===== src/rtl/odd_parity_serial_tx.sv =====
// Serial transmitter: start, DATA_W data bits LSB first, odd parity, stop.
// Each bit held CLKS_PER_BIT clocks; one word per valid/ready handshake.
//
// Ports:
//   clk        - rising-edge clock
//   rst_n      - synchronous active-low reset
//   data_in    - word to send, sampled on accept
//   data_valid - upstream has a word
//   data_ready - high only in IDLE
//   tx_out     - registered serial line, idles high
//   busy       - frame in progress
//   parity_out - odd parity of the latched word
module odd_parity_serial_tx #(
    parameter int DATA_W       = 8,
    parameter int CLKS_PER_BIT = 4
) (
    input  logic              clk,
    input  logic              rst_n,
    input  logic [DATA_W-1:0] data_in,
    input  logic              data_valid,
    output logic              data_ready,
    output logic              tx_out,
    output logic              busy,
    output logic              parity_out
);

    localparam int CW = $clog2(CLKS_PER_BIT + 1);
    localparam int BW = $clog2(DATA_W + 1);
    localparam logic [CW-1:0] CLK_LAST = CW'(CLKS_PER_BIT - 1);
    localparam logic [BW-1:0] BIT_LAST = BW'(DATA_W - 1);

    typedef enum logic [2:0] {
        IDLE,
        START,
        DATA,
        PARITY,
        STOP
    } state_t;

    state_t            state, state_n;
    logic [CW-1:0]     clk_cnt, clk_cnt_n;
    logic [BW-1:0]     bit_cnt, bit_cnt_n;
    logic [DATA_W-1:0] shreg, shreg_n;
    logic              tx_n, par_n;
    logic              accept, bit_end;

    assign data_ready = (state == IDLE);
    assign busy       = (state != IDLE);
    assign accept     = data_valid && data_ready;
    assign bit_end    = (clk_cnt == CLK_LAST);

    always_ff @(posedge clk) begin
        if (!rst_n) begin
            state      <= IDLE;
            clk_cnt    <= '0;
            bit_cnt    <= '0;
            shreg      <= '0;
            tx_out     <= 1'b1;
            parity_out <= 1'b0;
        end else begin
            state      <= state_n;
            clk_cnt    <= clk_cnt_n;
            bit_cnt    <= bit_cnt_n;
            shreg      <= shreg_n;
            tx_out     <= tx_n;
            parity_out <= par_n;
        end
    end

    always_comb begin
        state_n   = state;
        bit_cnt_n = bit_cnt;
        shreg_n   = shreg;
        tx_n      = tx_out;
        par_n     = parity_out;
        // Reload at each bit boundary so a bit never spans a wrap.
        if (state == IDLE) begin
            clk_cnt_n = '0;
        end else if (bit_end) begin
            clk_cnt_n = '0;
        end else begin
            clk_cnt_n = clk_cnt + CW'(1);
        end
        unique case (state)
            IDLE: begin
                if (accept) begin
                    state_n   = START;
                    tx_n      = 1'b0;
                    shreg_n   = data_in;
                    par_n     = ~^data_in;
                    bit_cnt_n = '0;
                end
            end
            START: begin
                if (bit_end) begin
                    state_n = DATA;
                    tx_n    = shreg[0];
                    shreg_n = shreg >> 1;
                end
            end
            DATA: begin
                if (bit_end) begin
                    if (bit_cnt == BIT_LAST) begin
                        state_n = PARITY;
                        tx_n    = parity_out;
                    end else begin
                        bit_cnt_n = bit_cnt + BW'(1);
                        tx_n      = shreg[0];
                        shreg_n   = shreg >> 1;
                    end
                end
            end
            PARITY: begin
                if (bit_end) begin
                    state_n = STOP;
                    tx_n    = 1'b1;
                end
            end
            STOP: begin
                if (bit_end) begin
                    state_n = IDLE;
                    tx_n    = 1'b1;
                end
            end
            default: begin
                state_n = IDLE;
                tx_n    = 1'b1;
            end
        endcase
    end

endmodule


===== config.mk =====
export PLATFORM = sky130hd
export DESIGN_NAME = odd_parity_serial_tx
export DESIGN_NICKNAME = d
export VERILOG_FILES = /design/src/rtl/odd_parity_serial_tx.sv
export SDC_FILE = /design/constraint.sdc
export NUM_CORES = 1
export LEC_CHECK = 0
export CORE_ASPECT_RATIO = 1.25
export CORE_MARGIN = 8
export CORE_UTILIZATION = 48
export DETAILED_ROUTE_END_ITERATION = 12
export PLACE_DENSITY = 0.74
export SLEW_MARGIN = 20
export SYNTH_ARGS = -nofsm -noshare
export SYNTH_HDL_FRONTEND = slang
export SYNTH_SLANG_ARGS = --single-unit
export TNS_END_PERCENT = 5

===== constraint.sdc =====
create_clock -name clk -period 1.8 [get_ports clk]
set_input_delay 0.54 -clock clk [delete_from_list [all_inputs] [get_ports clk]]
set_output_delay 0.54 -clock clk [all_outputs]
set_load 0.1 [all_outputs]

* Word level (Yosys, flattened, before mapping)
Index checks and enable logic that the tools add are counted.
Word-level totals: bits in registers 20, input port bits 11, output and inout bits 4
Cells by class: add/sub/neg operators 2, equal/unequal tests 14, multiplexer cells 22, bitwise operators 1, reduce and logical (&&, ||, !) cells 13
Operators with widths (number):
- two-way mux 8 bit | 4
- one-hot mux 8 bit (3 select lines) | 1
- two-way mux 3 bit | 6
- one-hot mux 3 bit (5 select lines) | 1
- two-way mux 4 bit | 3
- inequality test 2 bit, second input constant | 6
- equality test 3 x 2 -> 1 bit, second input constant | 3
- one-hot mux 4 bit (2 select lines) | 1
- AND reduction 4 bit | 2
- XNOR reduction 8 bit | 1
- AND reduction 6 bit | 1
- nonzero test 3 bit | 2
- two-way mux 1 bit | 5
- AND reduction 5 bit | 1
- adder 4 x 1 -> 4 bit, second input constant | 1
- equality test 4 x 3 -> 1 bit, second input constant | 1
- inequality test 2 x 1 -> 1 bit, second input constant | 2
- one-hot mux 1 bit (4 select lines) | 1
- adder 3 x 1 -> 3 bit, second input constant | 1
- equality test 3 x 1 -> 1 bit, second input constant | 1
- equality test 3 bit, second input constant | 1
- zero test 3 bit | 1
- OR reduction 3 bit | 1
- AND reduction 2 bit | 1
- 4 further kinds | 4

* Depth between registers and ports, before layout
word-level depth 4, depth in mapped cells 8, gate-level depth less buffers 6

* Worst setup path after synthesis
OpenSTA, ideal clock, no wires.
path type register to output, from reg state[2], to out data_ready, arrival 2.331 ns, required time 1.260 ns, slack -1.071 ns, stages on the path, launching flop included 5, path buffers 2, path through dfxtp_1 -> clkbuf_1 -> or3_2 -> clkbuf_1 -> inv_1
On the way: longest elaborated chain between the ends 1
RTL lines:
- start: declaration | RTL line 40 | state_t state, state_n;
- start signal: assignment | RTL line 61 | state <= state_n;
- zero test 3 bit | RTL line 47 | assign data_ready = (state == IDLE);
- end: declaration | RTL line 21 | output logic data_ready,
Every way passes these cells.

* Worst setup path in the final report
from reg state[1], to out data_ready
Same word-level chain as after synthesis.

==> metrics.log <==
[metrics] Setup TNS: -0.0931 ns
[metrics] Clock Tree Buf Depth: 2
[metrics] Max-cap violations: 0
[metrics] WHS Path Cells: 2
[metrics] Avg WL per Cell: 14.0 µm
[metrics] remaining global-route overflow: 0
[metrics] routed vias/inst: about 5.7
[metrics] number of DRC markers in iteration 0: 16
[metrics] total net switching power: 0.353 mW
[metrics] maximum number of pins on one net before global-route repair: 20
[metrics] areal power density over the cells: 802 nW/µm²
[metrics] Min-Delay Endpoint: shreg[7]
[metrics] Synth Flop Type: sky130_fd_sc_hd__dfxtp_1
[metrics] post-layout power: between 1 and 1.5 mW
[metrics] layout overhead on the synthesized area: 30.7%
[metrics] weighted congestion at the end of routability-driven global placement: 0.887
[metrics] DIE AREA: between 4000 and 5000 µm²
[metrics] combined global-route utilization of all metal layers: 13.2%
[metrics] minimum clock period: roughly 1.9 ns
[metrics] post-route fraction of the period consumed by the critical path: 105%
[metrics] Arrival @ worst endpoint: 1.35 ns
[metrics] buffers and inverters on the worst path: 2
[metrics] DRC violation count after routing: 0
[metrics] horizontal extent of the die: 59.9 µm
[metrics] Fmax achieved: about 0.53 GHz
[metrics] number of enable flip-flop cells after synthesis: 0
[metrics] via total after detailed routing: roughly 1k
[metrics] Logic pwr share: 29.2%
[metrics] number of H-tree levels: 1
[metrics] number of pins with negative max-slew slack in the final report: 0
[metrics] critical path endpoint category: output pin
[metrics] NumNets Final: between 150 and 200
[metrics] count of yosys warnings during synthesis: 0
[metrics] share of flip-flops with an asynchronous set or reset: 0%
[metrics] TritonCTS clock tree: built
[metrics] unrepaired setup endpoints after global routing: true
[metrics] fraction of the yosys area taken by sequential cells: 34.6%
[metrics] Hold Crit Start: shreg[7]
[metrics] largest delay contributor family on the critical path: simple AND/OR/NAND/NOR gates
[metrics] number of antenna violations at the first check in global routing: 0
[metrics] design area: 1510 µm²
[metrics] Lkg Pwr: 0.577 nW
[metrics] Max Clock Skew: 0.00995 ns
[metrics] DP Cell Count: between 150 and 200
[metrics] total internal power: roughly 0.86 mW
[metrics] cells traversed along the worst timing path: or3_4 > clkinvlp_4 > buf_12
[metrics] Port Buffer Count: 14
[metrics] final WL: 2520 µm
[metrics] sequential share of power: 40.3%
[metrics] n_diodes: 0
[metrics] required time worst endpoint: 1.26 ns
[metrics] core footprint: 2350 µm²
[metrics] start of the worst register-to-register path: state[0]
[metrics] count of unique library cells instantiated by Yosys: 42
[metrics] Final Instance Count excl. Fillers: between 150 and 200
[metrics] delay of the slowest critical-path stage: 0.43 ns
[metrics] post-cts hold buffer count: 0
[metrics] count of boundary I/O pins: 15
[metrics] switching part of the total power: 29.0%
[metrics] Slowest-stage cell, CP: sky130_fd_sc_hd__or3_4
[metrics] FF-to-FF path depth: 5
[metrics] later-pin clock latency in the skew report: approximately 0.31 ns
[metrics] worst setup slack before clock tree synthesis: -0.295 ns
[metrics] reg2reg setup slack: 0.03 ns
[metrics] final-report setup violation count: 2
[metrics] cell count after synthesis: 127
[metrics] DP HPWL: 1850 µm
[metrics] Cell Area, Synth: 1160 µm²
[metrics] Post-Synthesis Mean Instance Area: ~9 µm²
[metrics] Initial Util: between 40% and 50%
[metrics] # rows: 20
[metrics] Worst IR Drop VDD: 0.552 mV
[metrics] number of global-route vias before repair: 1077
[metrics] Detailed Routing Iterations Pass 1: 5
[metrics] transition time at the pin with the least slew margin: 0.399 ns
[metrics] RR Endpoint: shreg[6]
[metrics] type of the most critical hold path: flip-flop to flip-flop
[metrics] post-place instance area: 1410 µm²
[metrics] Net Count, Synth: 141
[metrics] first-pass GRT wire length: 4470 µm
[metrics] Worst Setup Path Type: flip-flop to output pin
[metrics] layout cell share with drive strength beyond 1: 26.5%
[metrics] Num Clock Sinks: 20
[metrics] clock tree root buffer cell: sky130_fd_sc_hd__clkbuf_4
[metrics] least setup slack across all paths after layout: -0.0864 ns
[metrics] FF+latch count, synth: 20
[metrics] remaining number of nets flagged by the antenna check after routing: 0
[metrics] max_slew headroom: 73.2%
[metrics] y dimension of the die: just over 70 µm
[metrics] number of clock buffers inserted by TritonCTS: 3
[metrics] clock-pin slew reported for the worst setup and hold paths after clock tree synthesis: around 0.12 ns
[metrics] crit-path max FO: 4
[metrics] failing checks: setup timing
[metrics] clock group share of total power: 30.5%
[metrics] sort of element at the start of the critical path: flip-flop
[metrics] run status: complete, but fails checks
[metrics] total count of hold-check failures in the final report: 0
-- per-stage QoR --
stage | utilization [%] | hold slack (ns)
floorplan | - | 0.399
global placement | 60.1 | 0.460
detailed placement | 60.1 | 0.486
CTS | 63.6 | 0.505
global route | 64.4 | 0.513
finish | 64.4 | 0.498
-- state kept, by name (all words and copies together), names as in the netlist --
register / cells
bit_cnt: 4
shreg: 8
state: 3
parity_out: 1
tx_out: 1
clk_cnt: 3
-- cell usage after synthesis (2+ instances only) --
cell	instances	area, µm²
sky130_fd_sc_hd__a21boi_0	2	15.0
sky130_fd_sc_hd__a21oi_1	3	15.0
sky130_fd_sc_hd__buf_2	4	20.0
sky130_fd_sc_hd__clkbuf_1	6	22.5
sky130_fd_sc_hd__dfxtp_1	20	400
sky130_fd_sc_hd__ha_1	3	37.5
sky130_fd_sc_hd__inv_1	6	22.5
sky130_fd_sc_hd__mux2_2	7	78.8
sky130_fd_sc_hd__mux2i_1	3	30.0
sky130_fd_sc_hd__nand2_1	4	15.0
sky130_fd_sc_hd__nand3b_1	3	22.5
sky130_fd_sc_hd__nor2_1	7	26.3
sky130_fd_sc_hd__nor3b_1	2	15.0
sky130_fd_sc_hd__o21ai_0	6	30.0
sky130_fd_sc_hd__o21bai_1	7	52.6
sky130_fd_sc_hd__o22ai_1	2	12.5
sky130_fd_sc_hd__o311a_1	7	70.1
sky130_fd_sc_hd__o31ai_1	3	22.5
sky130_fd_sc_hd__or4_1	2	15.0
sky130_fd_sc_hd__xnor2_1	7	61.3
sky130_fd_sc_hd__xor2_1	2	17.5
-- final cells by class --
type	instances	area, µm²
fill	231	838
multi-input combinational	89	702
sequential	20	407
timing repair buffer	28	285
tap	33	41.3
clock inverter	1	30.0
inverter	6	26.3
clock buffer	3	22.5
-- routing by layer --
metal | global-route usage (%) | vias to the layer above | share of wire (%)
met5 | 0 | - | 0
li1 | - | 501 | -
met4 | 6.38 | 0 | 1.3
met1 | 13.8 | 484 | 42
met2 | 24.2 | 28 | 54
met3 | 2.00 | 4 | 3.1
-- tightest hold or removal path, cell delays in order (launching register included) --
cell                       delay [ns]
sky130_fd_sc_hd__dfxtp_1         0.34
sky130_fd_sc_hd__o21ai_0         0.07
sky130_fd_sc_hd__a21boi_1        0.06
-- power groups by stage --
stage / Clock [mW] / Sequential, mW / Combinational, mW
2_1_floorplan: 0 / 0.538 / 0.204
3_3_place_gp: 0 / 0.504 / 0.332
3_5_place_dp: 0 / 0.506 / 0.340
4_1_cts: 0.383 / 0.489 / 0.356
5_1_grt: 0.397 / 0.493 / 0.378
6_report: 0.370 / 0.489 / 0.355
-- how the worst max path moves through the flow --
stage,cells past startpoint,startpoint,endpoint,slack (ns)
final,3,state[1],data_ready,-0.09
after global routing,3,state[1],data_ready,-0.14
after CTS,3,state[0],data_ready,-0.12
after detailed placement,5,data_valid,shreg[7],-0.30
after global placement,5,data_valid,shreg[7],-0.27
after floorplan,4,state[0],data_ready,-0.1
-- repair_timing --
action                                  in CTS  in global routing
gates resized for setup                      3                  4
endpoints found under the setup margin       4                 11
buffers inserted                             2                  1
hold endpoints to repair                     0                  0
pin swaps                                    1                  1
-- cells in the final DEF (no fill, tap or decap), types with 2 or more instances in the layout --
master	instances
sky130_fd_sc_hd__a21boi_0	2
sky130_fd_sc_hd__a21oi_1	2
sky130_fd_sc_hd__buf_12	4
sky130_fd_sc_hd__buf_4	14
sky130_fd_sc_hd__clkbuf_4	3
sky130_fd_sc_hd__clkdlybuf4s50_1	10
sky130_fd_sc_hd__dfxtp_1	17
sky130_fd_sc_hd__dfxtp_2	2
sky130_fd_sc_hd__ha_1	2
sky130_fd_sc_hd__inv_1	5
sky130_fd_sc_hd__mux2_2	7
sky130_fd_sc_hd__mux2i_1	3
sky130_fd_sc_hd__nand2_1	4
sky130_fd_sc_hd__nand3b_1	3
sky130_fd_sc_hd__nor2_1	7
sky130_fd_sc_hd__nor3b_1	2
sky130_fd_sc_hd__o21ai_0	6
sky130_fd_sc_hd__o21bai_1	7
sky130_fd_sc_hd__o22ai_1	2
sky130_fd_sc_hd__o311a_1	7
sky130_fd_sc_hd__o31ai_1	3
sky130_fd_sc_hd__xnor2_1	7
sky130_fd_sc_hd__xor2_1	2
-- cells by family (layout without fill, tap and decap cells) --
family	count (synthesis)	after routing	synth area share (%)
xor gates and xnor gates	9	9	6.80
buffers and inverters	18	38	6.91
AOI/OAI and AO/OA	36	36	23.0
DFF	20	20	34.6
and+or+nand+nor	31	31	16.1
muxes	10	10	9.40
adders and majority gates	3	3	3.24
Note: power is estimated with default switching activity, not from simulation.
